`src/rtl/ram_burst_ctrl_if.sv`:
```
// Bus bundle for the burst controller: command channel, write-data stream,
// RAM port and status outputs.
interface ram_burst_ctrl_if;
    logic        cmd_valid;
    logic        cmd_ready;
    logic        cmd_write;
    logic [6:0]  cmd_addr;
    logic [7:0]  cmd_len;
    logic        in_valid;
    logic        in_ready;
    logic [7:0]  in_data;
    logic [7:0]  ram_data;
    logic [6:0]  ram_addr;
    logic        ram_en;
    logic [7:0]  ram_q;
    logic        busy;
    logic        done;
    logic [15:0] sum;

    modport master (
        output cmd_valid, cmd_write, cmd_addr, cmd_len, in_valid, in_data, ram_q,
        input  cmd_ready, in_ready, ram_data, ram_addr, ram_en, busy, done, sum
    );

    modport slave (
        input  cmd_valid, cmd_write, cmd_addr, cmd_len, in_valid, in_data, ram_q,
        output cmd_ready, in_ready, ram_data, ram_addr, ram_en, busy, done, sum
    );
endinterface

```
`src/rtl/ram_burst_ctrl.sv`:
```
// Burst controller for a 128 x 8 RAM: streams write bursts into the RAM and
// sums the bytes of read bursts, with 7-bit wrapping addresses.
module ram_burst_ctrl (
    input logic             clk,
    input logic             reset,
    ram_burst_ctrl_if.slave bus
);
    typedef enum logic [1:0] {IDLE, WRITE, READ, DONE} state_t;

    state_t      state;
    state_t      state_next;
    logic [6:0]  cur_addr;
    logic [7:0]  remaining;
    logic [15:0] sum_q;
    logic        accept;
    logic        step;

    assign accept = bus.cmd_valid && (state == IDLE);
    assign step   = ((state == WRITE) && bus.in_valid) || (state == READ);

    assign bus.ram_addr = cur_addr;
    assign bus.sum      = sum_q;

    always_ff @(posedge clk or negedge reset) begin
        if (!reset) begin
            state <= IDLE;
        end else begin
            state <= state_next;
        end
    end

    // A burst ends on the transfer that takes remaining from 1 to 0; an empty
    // burst jumps straight to DONE so it still produces a done pulse.
    always_comb begin
        state_next    = state;
        bus.cmd_ready = 1'b0;
        bus.in_ready  = 1'b0;
        bus.ram_en    = 1'b0;
        bus.ram_data  = 8'd0;
        bus.busy      = 1'b1;
        bus.done      = 1'b0;
        unique case (state)
            IDLE: begin
                bus.cmd_ready = 1'b1;
                bus.busy      = 1'b0;
                if (bus.cmd_valid) begin
                    if (bus.cmd_len == 8'd0) begin
                        state_next = DONE;
                    end else if (bus.cmd_write) begin
                        state_next = WRITE;
                    end else begin
                        state_next = READ;
                    end
                end
            end
            WRITE: begin
                bus.in_ready = 1'b1;
                if (bus.in_valid) begin
                    bus.ram_en   = 1'b1;
                    bus.ram_data = bus.in_data;
                    if (remaining == 8'd1) begin
                        state_next = DONE;
                    end
                end
            end
            READ: begin
                if (remaining == 8'd1) begin
                    state_next = DONE;
                end
            end
            DONE: begin
                bus.done   = 1'b1;
                state_next = IDLE;
            end
        endcase
    end

    // Sum is cleared only when a read command is accepted, so write bursts
    // leave the previous read result visible.
    always_ff @(posedge clk or negedge reset) begin
        if (!reset) begin
            cur_addr  <= 7'd0;
            remaining <= 8'd0;
            sum_q     <= 16'd0;
        end else if (accept) begin
            cur_addr  <= bus.cmd_addr;
            remaining <= bus.cmd_len;
            if (!bus.cmd_write) begin
                sum_q <= 16'd0;
            end
        end else if (step) begin
            cur_addr  <= cur_addr + 7'd1;
            remaining <= remaining - 8'd1;
            if (state == READ) begin
                sum_q <= sum_q + {8'd0, bus.ram_q};
            end
        end
    end
endmodule

```
`src/flat_wrapper.sv`:
```
// flat-port wrapper written by rule: the top's interface ports become plain ports
module ram_burst_ctrl_flat 
  (clk, reset, bus_cmd_valid, bus_cmd_write, bus_cmd_addr, bus_cmd_len, bus_in_valid, bus_in_data, bus_ram_q, bus_cmd_ready, bus_in_ready, bus_ram_data, bus_ram_addr, bus_ram_en, bus_busy, bus_done, bus_sum);
  ram_burst_ctrl_if bus_i ();
  input logic clk;
  input logic reset;
  input wire logic [$bits(bus_i.cmd_valid)-1:0] bus_cmd_valid;
  input wire logic [$bits(bus_i.cmd_write)-1:0] bus_cmd_write;
  input wire logic [$bits(bus_i.cmd_addr)-1:0] bus_cmd_addr;
  input wire logic [$bits(bus_i.cmd_len)-1:0] bus_cmd_len;
  input wire logic [$bits(bus_i.in_valid)-1:0] bus_in_valid;
  input wire logic [$bits(bus_i.in_data)-1:0] bus_in_data;
  input wire logic [$bits(bus_i.ram_q)-1:0] bus_ram_q;
  output wire logic [$bits(bus_i.cmd_ready)-1:0] bus_cmd_ready;
  output wire logic [$bits(bus_i.in_ready)-1:0] bus_in_ready;
  output wire logic [$bits(bus_i.ram_data)-1:0] bus_ram_data;
  output wire logic [$bits(bus_i.ram_addr)-1:0] bus_ram_addr;
  output wire logic [$bits(bus_i.ram_en)-1:0] bus_ram_en;
  output wire logic [$bits(bus_i.busy)-1:0] bus_busy;
  output wire logic [$bits(bus_i.done)-1:0] bus_done;
  output wire logic [$bits(bus_i.sum)-1:0] bus_sum;
  assign bus_i.cmd_valid = bus_cmd_valid;
  assign bus_i.cmd_write = bus_cmd_write;
  assign bus_i.cmd_addr = bus_cmd_addr;
  assign bus_i.cmd_len = bus_cmd_len;
  assign bus_i.in_valid = bus_in_valid;
  assign bus_i.in_data = bus_in_data;
  assign bus_i.ram_q = bus_ram_q;
  assign bus_cmd_ready = bus_i.cmd_ready;
  assign bus_in_ready = bus_i.in_ready;
  assign bus_ram_data = bus_i.ram_data;
  assign bus_ram_addr = bus_i.ram_addr;
  assign bus_ram_en = bus_i.ram_en;
  assign bus_busy = bus_i.busy;
  assign bus_done = bus_i.done;
  assign bus_sum = bus_i.sum;
  ram_burst_ctrl u_core (.clk(clk), .reset(reset), .bus(bus_i));
endmodule
```
`config.mk`:
```
export PLATFORM = sky130hd
export DESIGN_NAME = ram_burst_ctrl_flat
export DESIGN_NICKNAME = d
export VERILOG_FILES = /design/src/rtl/ram_burst_ctrl_if.sv /design/src/rtl/ram_burst_ctrl.sv /design/src/flat_wrapper.sv
export SDC_FILE = /design/constraint.sdc
export NUM_CORES = 1
export LEC_CHECK = 0
export ABC_AREA = 1
export BUFFER_PORTS_ARGS = -buffer_cell sky130_fd_sc_hd__clkbuf_2
export CORE_MARGIN = 8
export CORE_UTILIZATION = 56
export CTS_BUF_LIST = sky130_fd_sc_hd__clkbuf_4 sky130_fd_sc_hd__clkbuf_8 sky130_fd_sc_hd__clkbuf_16
export DETAILED_ROUTE_END_ITERATION = 6
export PLACE_DENSITY_LB_ADDON = 0.08
export SYNTH_ARGS = -nofsm -noshare
export SYNTH_HDL_FRONTEND = slang
export SYNTH_SLANG_ARGS = --single-unit
```
`constraint.sdc`:
```
create_clock -name clk -period 4.9 [get_ports clk]
set_clock_uncertainty 0.05 [all_clocks]
set_input_delay 0.49 -clock clk [delete_from_list [all_inputs] [get_ports clk]]
set_output_delay 0.49 -clock clk [all_outputs]
set_load 0.01 [all_outputs]
```
==> flow_summary.yaml <==
outcome:
  outcome: "completed"
synthesis:
  syn_area_mm2: 0.00245
  ys_warn_count: 0
  synth_common_cells: "87 x nand2_1, 50 x inv_1, 43 x nor2_1, 33 x dfrtp_1, 27 x nand3_1"
  synthMostInstantiatedCell: "nand2_1"
  synth_edf_count: 0
  ys_ff_latch: 33
  yosys-top-cells-area: "dfrtp_1 34%, nand2_1 13%, ha_1 7.6%"
  synth-async-reset-ratio_pct: 100
  synth_nets: 404
  syn_avg_cell_area_um2: 6.97
  ys.flop_type: "dfrtp_1"
  ys_seq_area_share_pct: 33.7
  yosysTopAreaCell: "dfrtp_1"
  ys_types: 33
  synth_top_area_share_pct: 33.7
  syn_inst: 352
clocking:
  ctsResizeCount: 0
  cts_root_buf: "clkbuf_8"
  cts_hold_buf: 0
  cts_tree: "built"
  htreeDepth: 2
  insertion_delay_ns: 0.29
  cts_buffer_depth: 2
  post_cts_buffers: 0
  cts_sinks: 33
  cts_buffers: 5
  clkTransAtPathRegs_ns: 0.08
routing:
  wl_per_cell_um: 12.7
  vias_per_cell: 5.18
  wl_um: 6070
  drtIter0Drc: 137
  first_pass_iters: 4
  dr_total_vias: 2472
  drcViolationCount: 0
  final_antenna_net_count: 0
sta:
  max_freq_mhz: 431
  relSlewSlack_pct: 42.0
  finalCritPeriodShare_pct: 47.3
  period_minus_slack_ns: 2.32
  rsz0062_at_grt: "false"
  hold_violations: 0
  setup_violations: 0
  maxSlewViolCount: 0
  tightestPinTransition_ns: 0.870
  setup-tns-final_ns: 0
layout:
  post-route-util_pct: 68.0
  regArea_um2: 826
  antenna_cells: 0
  multi_input_area_mm2: 0.00138
  drive_gt1_share_pct: 22.6
  area_growth_pct: 19.0
  fillerInstances: 392
  final_nets: 476
worst_setup_path:
  end_kind: "flip-flop"
  setup.worst_path.start_class: "flip-flop"
  reg2reg_from: "u_core.state[0]"
  rrSetupSlack_ns: 2.58
  max_stage_delay_ns: 0.40
  cpMaxStageDelayCell: "dfrtp_1"
  rr_endpoint: "u_core.bus.sum[15]"
  ff2ff_path_depth: 11
  worstPathCellList: "inv_1, ha_1, nand2_2, inv_2, nand2_4, nand2_4, nand3_2, nor2_2, nand3_1, nand2_1, nor2_1"
  arrival_ns: 2.45
  critPathMaxFanout: 21
  required_ns: 5.03
  cpMostUsedCell: "nand2_4"
  critPathKind: "flip-flop to flip-flop"
floorplanning:
  start_util_pct: 57.1
  die_w_um: 82.2
  core.rowCount: 24
  ios: 72
  fp.dieArea_mm2: 0.00676
  core-area_mm2: 0.00429
  die_h_um: 82.2
global_routing:
  grt.total_usage_pct: 19.4
  antenna_found_initial: 0
  grt_max_degree: 34
  gr-total-overflow: 0
  grt_pass1_vias: 2458
  grt_pass1_wl_um: 10400
power:
  ir_worst_vdd_mv: 0.335
  powerDensity_mw_per_mm2: 564
  p_leak_nw: 1.72
min_path:
  hold_class: "input pin to asynchronous set/reset pin"
place:
  hpwlAfterDp_um: 4720
  port_buffers: 71
  gp_congestion: 0.845
run:
  maxCapViolations: 0
sequential cells by signal (all words and copies together), names as in the netlist:
register / cells
u_core.bus.sum: 16
u_core.remaining: 8
u_core.bus.ram_addr: 7
u_core.state: 2
report_power, final:
group | switching, mW | leakage [nW] | internal [mW]
logic | 0.611 | 1.25 | 0.350
registers | 0.0902 | 0.415 | 0.383
clock network | 0.109 | 0.0484 | 0.104
critical path, delay by kind of cell (launching register included):
| family | cells | cell delay, ns |
|---|---|---|
| flops | 1 | 0.40 |
| simple gates | 8 | 0.95 |
| fa+ha+maj | 1 | 0.29 |
| buf+inv | 2 | 0.51 |
cell families after synthesis:
family | count (synthesis) | share of synthesized area, %
buf+inv | 61 | 10.1
xor+xnor | 4 | 1.43
fa+ha+maj | 16 | 8.47
simple gates | 181 | 32.7
compound gates | 57 | 13.7
flops | 33 | 33.7
cell usage in the layout (no fill, tap or decap), drive strengths merged:
master / synthesis / final
a21o: 1 / 1
a21oi: 14 / 14
a22o: 2 / 2
a22oi: 1 / 1
a31oi: 2 / 2
clkbuf: 0 / 77
clkinv: 1 / 3
dfrtp: 33 / 33
fa: 1 / 1
ha: 15 / 15
inv: 54 / 54
nand2: 93 / 93
nand3: 29 / 29
nand4: 5 / 5
nor2: 45 / 45
nor3: 6 / 6
o211ai: 4 / 4
o21ai: 28 / 28
o22ai: 1 / 1
o31ai: 4 / 4
or2: 3 / 3
xor2: 4 / 4
per-layer routing:
metal	vias up	routed length (um)	track usage (%)	share of wire (%)
met1	1129	2590	22.0	43
li1	1279	-	-	-
met4	0	119	9.30	2.0
met3	10	257	4.11	4.2
met2	54	3100	34.0	51
met5	-	0	0	0
through the flow:
stage	hold slack [ns]	instances	total power, mW	instance area, um2	setup slack [ns]
after global routing	0.320	477	1.82	2920	2.33
after floorplan	0.144	352	1.19	2450	3.13
after global placement	0.416	469	1.42	2830	2.74
after CTS	0.271	477	1.66	2920	2.61
after detailed placement	0.427	469	1.44	2830	2.62
final	0.247	477	1.65	2920	2.58
worst max path at each step:
stage                                from                 end
after floorplan              bus_ram_q[0]   u_core.bus.sum[8]
after global placement    u_core.state[0]  u_core.bus.sum[15]
after detailed placement  u_core.state[0]  u_core.bus.sum[15]
after CTS                 u_core.state[0]  u_core.bus.sum[15]
after global routing      u_core.state[0]  u_core.bus.sum[13]
final                     u_core.state[0]  u_core.bus.sum[15]
layout make-up:
class	count	area share, %
clock buffers	6	2.61
clock inverters	2	0.343
inverters	55	7.07
multi-input cells	258	47.3
flip-flops and latches	33	28.3
well taps	52	2.23
repair buffers	71	12.2
Power figures use the tool's default switching activity.
